--- config.mk ---
export PLATFORM = sky130hd
export DESIGN_NAME = egress_frame_reader
export DESIGN_NICKNAME = d
export VERILOG_FILES = /design/src/rtl/egress_frame_reader.sv
export SDC_FILE = /design/constraint.sdc
export NUM_CORES = 1
export LEC_CHECK = 0
export BUFFER_PORTS_ARGS = -buffer_cell sky130_fd_sc_hd__buf_2
export CELL_PAD_IN_SITES_DETAIL_PLACEMENT = 1
export CELL_PAD_IN_SITES_GLOBAL_PLACEMENT = 2
export CORE_MARGIN = 4
export CORE_UTILIZATION = 37
export CTS_CLUSTER_SIZE = 20
export DETAILED_ROUTE_END_ITERATION = 12
export GPL_ROUTABILITY_DRIVEN = 0
export PLACE_DENSITY = 0.8
export SLEW_MARGIN = 30
export SYNTH_ARGS = -nofsm -noshare
export SYNTH_HDL_FRONTEND = slang
export SYNTH_SLANG_ARGS = --single-unit
--- constraint.sdc ---
create_clock -name rclk -period 2.7 [get_ports rclk]
set_input_delay 0.27 -clock rclk [delete_from_list [all_inputs] [get_ports rclk]]
set_output_delay 0.27 -clock rclk [all_outputs]
set_load 0.05 [all_outputs]
--- src/rtl/egress_frame_reader.sv ---
`timescale 1ns/1ps
`default_nettype none
// ============================================================================
// Module   : egress_frame_reader
// Purpose  : Drains the read side of an async FIFO holding {last, data} words
//            and presents them as a valid/ready byte stream. A 2-entry output
//            buffer hides the FIFO's 1-cycle read latency so that one beat per
//            cycle is sustained. Frames longer than MAX_LEN beats are cut at
//            beat MAX_LEN (flagged with m_err on that last beat) and the rest
//            of the oversized frame is discarded.
// Ports    : rclk, rrst_n          read-domain clock, async active-low reset
//            fifo_r_en             read strobe to the FIFO
//            fifo_r_data           {last, data}, valid the cycle after fifo_r_en
//            fifo_r_empty          FIFO empty flag
//            m_valid/m_ready       output stream handshake
//            m_data/m_last/m_err   output beat, end of frame, truncated frame
//            frame_cnt             frames delivered (wrapping)
//            trunc_cnt             frames truncated (wrapping)
// Revision : 1.0  initial release
// ============================================================================
module egress_frame_reader #(
   parameter int DATA_WIDTH = 8,
   parameter int MAX_LEN    = 1518,
   parameter int CNT_WIDTH  = 16
) (
   input  logic                  rclk,
   input  logic                  rrst_n,
   output logic                  fifo_r_en,
   input  logic [DATA_WIDTH:0]   fifo_r_data,
   input  logic                  fifo_r_empty,
   output logic                  m_valid,
   input  logic                  m_ready,
   output logic [DATA_WIDTH-1:0] m_data,
   output logic                  m_last,
   output logic                  m_err,
   output logic [CNT_WIDTH-1:0]  frame_cnt,
   output logic [CNT_WIDTH-1:0]  trunc_cnt
);

   localparam int                 c_LEN_W     = $clog2(MAX_LEN + 1);
   localparam int                 c_ENT_W     = DATA_WIDTH + 2;   // {err, last, data}
   localparam logic [c_LEN_W-1:0] c_LEN_LIMIT = c_LEN_W'(MAX_LEN - 1);

   typedef enum logic [0:0] {
      ST_PASS = 1'b0,
      ST_DROP = 1'b1
   } state_t;

   state_t                  r_state, w_state_nxt;
   logic                    r_pending;
   logic [c_LEN_W-1:0]      r_len, w_len_nxt;
   logic [c_ENT_W-1:0]      r_mem [2];
   logic                    r_wr_ptr, r_rd_ptr;
   logic [1:0]              r_count;
   logic                    w_pop, w_push, w_trunc, w_drop_free;
   logic [c_ENT_W-1:0]      w_push_word;
   logic [2:0]              w_occ;
   logic                    w_in_last;
   logic [DATA_WIDTH-1:0]   w_in_data;

   assign w_in_last = fifo_r_data[DATA_WIDTH];
   assign w_in_data = fifo_r_data[DATA_WIDTH-1:0];

   assign m_valid = (r_count != 2'd0);
   assign {m_err, m_last, m_data} = r_mem[r_rd_ptr];
   assign w_pop   = m_valid && m_ready;

   // Buffer occupancy once every in-flight word has landed and this cycle's
   // pop has left; a new read is only issued if there is room for its word.
   assign w_occ = {1'b0, r_count} + {2'b00, r_pending} - {2'b00, w_pop};

   // While dropping, reads free-run, except when the word now being consumed
   // closes the dropped frame: the next word then belongs to a new frame and
   // will be pushed, so it has to go through the occupancy check.
   assign w_drop_free = (r_state == ST_DROP) && !(r_pending && w_in_last);

   assign fifo_r_en = rrst_n && !fifo_r_empty && (w_drop_free || (w_occ < 3'd2));

   // ------------------------------------------------------------------------
   // Frame state machine: next state, length tracking, push decision
   // ------------------------------------------------------------------------
   always_comb begin
      w_state_nxt = r_state;
      w_len_nxt   = r_len;
      w_push      = 1'b0;
      w_trunc     = 1'b0;
      w_push_word = {1'b0, w_in_last, w_in_data};
      if (r_pending) begin
         case (r_state)
            ST_PASS: begin
               w_push = 1'b1;
               if (w_in_last) begin
                  w_len_nxt = '0;
               end else if (r_len == c_LEN_LIMIT) begin
                  // Beat MAX_LEN of an oversized frame: close it with an error.
                  w_push_word = {1'b1, 1'b1, w_in_data};
                  w_trunc     = 1'b1;
                  w_len_nxt   = '0;
                  w_state_nxt = ST_DROP;
               end else begin
                  w_len_nxt = r_len + c_LEN_W'(1);
               end
            end
            ST_DROP: begin
               if (w_in_last) begin
                  w_state_nxt = ST_PASS;
               end
            end
            default: w_state_nxt = ST_PASS;
         endcase
      end
   end

   always_ff @(posedge rclk or negedge rrst_n) begin
      if (!rrst_n) begin
         r_state <= ST_PASS;
      end else begin
         r_state <= w_state_nxt;
      end
   end

   // ------------------------------------------------------------------------
   // Read tracking, output buffer and statistics
   // ------------------------------------------------------------------------
   always_ff @(posedge rclk or negedge rrst_n) begin
      if (!rrst_n) begin
         r_pending <= 1'b0;
         r_len     <= '0;
         r_mem[0]  <= '0;
         r_mem[1]  <= '0;
         r_wr_ptr  <= 1'b0;
         r_rd_ptr  <= 1'b0;
         r_count   <= 2'd0;
         frame_cnt <= '0;
         trunc_cnt <= '0;
      end else begin
         r_pending <= fifo_r_en;
         r_len     <= w_len_nxt;
         if (w_push) begin
            r_mem[r_wr_ptr] <= w_push_word;
            r_wr_ptr        <= ~r_wr_ptr;
         end
         if (w_pop) begin
            r_rd_ptr <= ~r_rd_ptr;
         end
         case ({w_push, w_pop})
            2'b10:   r_count <= r_count + 2'd1;
            2'b01:   r_count <= r_count - 2'd1;
            default: r_count <= r_count;
         endcase
         if (w_pop && m_last) begin
            frame_cnt <= frame_cnt + CNT_WIDTH'(1);
         end
         if (w_trunc) begin
            trunc_cnt <= trunc_cnt + CNT_WIDTH'(1);
         end
      end
   end

   a_no_overflow: assert property (@(posedge rclk) disable iff (!rrst_n)
      !(w_push && (r_count == 2'd2) && !w_pop));

   a_no_read_empty: assert property (@(posedge rclk) disable iff (!rrst_n)
      !(fifo_r_en && fifo_r_empty));

endmodule
`default_nettype wire
==> key figures <==
Clock network
  • CTS tree: done
  • Max H-tree Level: 3
  • TritonCTS Buffers: 9
  • # hold bufs at CTS: 0
  • CTS root buffer: clkbuf_8
  • # clock sinks: 69
  • Max clock buf depth: 2
  • Clk Latency, worst-skew pair: 350 ps
  • Clock transition at the registers of the reported paths: 90 ps

GRT
  • First-pass GRT wire length: 12.2 mm
  • Largest net degree at the start of global routing: 70
  • Total global-route track usage: 15.0%
  • Initial antenna violation count: 0
  • Vias in the first global route: 2,465
  • Total grt overflow: 0

Floorplan
  • Core Area: 0.00868 sq mm
  • Initial Util: 38.0%
  • I/O Pins: 57
  • Vert. Die Dim: 102 um
  • Full die area: 0.0105 sq mm
  • Width of the chip: 102 um
  • Site row count: 34

Logic synthesis
  • #FFs+latches synth: 69
  • Cell count after synthesis: 284
  • Synth top area cells: dfrtp_1 52%, mux2_2 9.2%, xnor2_1 5.6%, xor2_1 5.3%, nand2_1 2.7%
  • Post-synth EDFFs: 0
  • Mapped Area: 0.00329 sq mm
  • Seq/Total Area, Yosys: 52.4%
  • Top cell type's share of synthesized area: 52.4%
  • Syn nets: 303
  • Synthesis warning total: 0
  • Mean Syn Cell Area: 11.6 sq um
  • Async set-reset flop share out of synthesis: 100%
  • Main synth FF type: dfrtp_1
  • Area leader, netlist: dfrtp_1
  • Distinct cells, synth: 47

Power
  • VDD IR max: 0.599 mV
  • Pwr/cell area: 1060 mW/mm^2
  • P_leak: 1.88 nW

Finish
  • Commonest non-fill, non-tap cell in the layout: dfrtp_1
  • Final net count: 366
  • Area growth syn-to-layout: 18.8%
  • Layout cell share with drive strength beyond 1: 34.1%
  • Most frequent cells in the layout: 67 x dfrtp_1, 55 x buf_2, 27 x mux2_2, 24 x nand2_1, 21 x xnor2_1
  • Final cell count without fillers: 460
  • Inserted Diodes: 0

Detailed routing
  • Vias: 2,363
  • Drt wl/cell: 15.7 um
  • Pre-antenna DRT Iters: 4
  • Residual DRC: 0
  • Initial DRC Count: 68
  • Final antenna-violating net count: 0
  • Vias per inst: 5.14
  • Final wirelength: 7.24 mm

Worst setup path
  • CP max stage cell: dfrtp_2
  • Worst Reg-to-Reg Cells: 6
  • Cell family with most CP delay: flip-flops
  • Critical R2R Capture: trunc_cnt[15]
  • CP bufs+invs: 1
  • Kind of critical path: register to output pin
  • Crit path cell chain: o21ai_4 > nor2_2 > o21ai_0 > fa_1 > xnor2_1 > a22oi_1 > nor3b_2 > buf_4
  • CP Max Fanout: 6
  • Slowest cell delay on critical path: 450 ps
  • Worst r2r src: r_len[1]
  • Crit path required time: 2430 ps
  • FF-to-FF setup slack: 680 ps
  • Critical Path Source Type: register
  • Crit path arrival time: 2180 ps
  • Crit. End Element: output pin

Outcome
  • Status: completed

Placement
  • Post-DP HPWL: 5.15 mm
  • Placed Cells: 442
  • IO Port Bufs: 56

Timing
  • Unrepaired setup endpoints after global routing: no
  • Max frequency: 408 MHz
  • Worst Skew: 14.5 ps
  • Tmin final: 2450 ps
  • Slew Limit Fails: 0
  • Setup-failing EPs final: 0
  • Total negative slack: 0 ps
  • Final worst path period share: 90.7%
  • Max_slew headroom: 57.4%
  • Hold Fails Final Rpt: 0
  • Worst Max-Slew Pin Slew: 639 ps

Worst hold path
  • Tightest Hold Check Type: input port to asynchronous set/reset pin

Run
  • Max-cap violations: 0
==> repair_timing <==
action,4_1_cts,5_1_grt
buffers inserted,0,2
endpoints found under the setup margin,1,1
pin swaps,0,1
gates resized for setup,2,4
==> cells in the mapped netlist, types with 2 or more instances <==
cell type / count
a21oi_1: 3
and3_1: 9
and4_1: 2
buf_2: 5
dfrtp_1: 69
ha_1: 5
inv_1: 8
mux2_2: 27
nand2_1: 24
nand3_1: 10
nand4_1: 7
nor2_1: 14
nor3_1: 8
nor3_2: 2
nor4_1: 12
o21ai_0: 8
o31ai_1: 2
xnor2_1: 21
xor2_1: 20
==> cell type report <==
| cell class | instances | area [sq um] |
|---|---|---|
| clock buffer | 9 | 124 |
| clock inverter | 7 | 73.8 |
| fill | 964 | 4760 |
| inverter | 9 | 33.8 |
| multi-input combinational | 198 | 1500 |
| sequential | 69 | 1730 |
| tap | 108 | 135 |
| timing repair buffer | 60 | 317 |
==> per-stage QoR <==
stage | worst slack [ps] | utilization [%] | cell area (sq um) | power, W | hold slack, ps
final | 250 | 45.1 | 3910 | 0.00415 | 57.1
after global routing | 29.1 | 45.1 | 3910 | 0.00443 | 72.0
after CTS | 11.6 | 44.8 | 3890 | 0.00419 | 70.3
after detailed placement | 341 | 42.4 | 3680 | 0.00332 | 442
after global placement | 395 | 42.4 | 3680 | 0.00327 | 440
after floorplan | 256 | - | 3300 | 0.00293 | -25.6
==> worst max path at each step <==
stage,cells past startpoint,to,slack [ps],start
after floorplan,7,fifo_r_en,260,r_count[0]
after global placement,7,fifo_r_en,400,r_count[1]
after detailed placement,7,fifo_r_en,340,r_count[1]
after CTS,8,fifo_r_en,10,r_count[0]
after global routing,8,fifo_r_en,30,r_count[0]
final,8,fifo_r_en,250,r_count[0]
==> state kept, by name, indices dropped and copies added (netlist names) <==
register and count:
r_mem 20, frame_cnt 16, r_len 11, r_pending 1, r_state 1, r_wr_ptr 1, r_count 2, r_rd_ptr 1
trunc_cnt 16
==> power by group <==
group          total (W)  internal [W]  leakage [nW]  switching (W)
logic            0.00166      0.000600         0.900        0.00106
registers        0.00164       0.00134         0.877       0.000299
clock network   0.000854      0.000430        0.0996       0.000424
total            0.00415       0.00237          1.88        0.00178
==> metal layers <==
metal  share of wire, %  vias to the layer above  routed length (um)  track usage (%)
li1                   -                     1127                   -                -
met1                 44                     1182                3210             19.0
met2                 51                       44                3670             25.1
met3                3.8                       10                 273             3.41
met4                1.3                        0                  95             5.15
met5                  0                        -                   0                0
==> kinds of logic (layout without fill, tap and decap cells) <==
kind of cell / after synthesis / after routing / synth area share (%)
AOI/OAI and AO/OA: 21 / 21 / 4.14
muxes: 28 / 28 / 9.53
and+or+nand+nor: 102 / 102 / 18.0
xor gates and xnor gates: 41 / 41 / 10.9
buffers and inverters: 17 / 85 / 2.47
adders and majority gates: 6 / 6 / 2.51
DFF: 69 / 69 / 52.4
No activity file was read; power rests on OpenSTA's default activity.
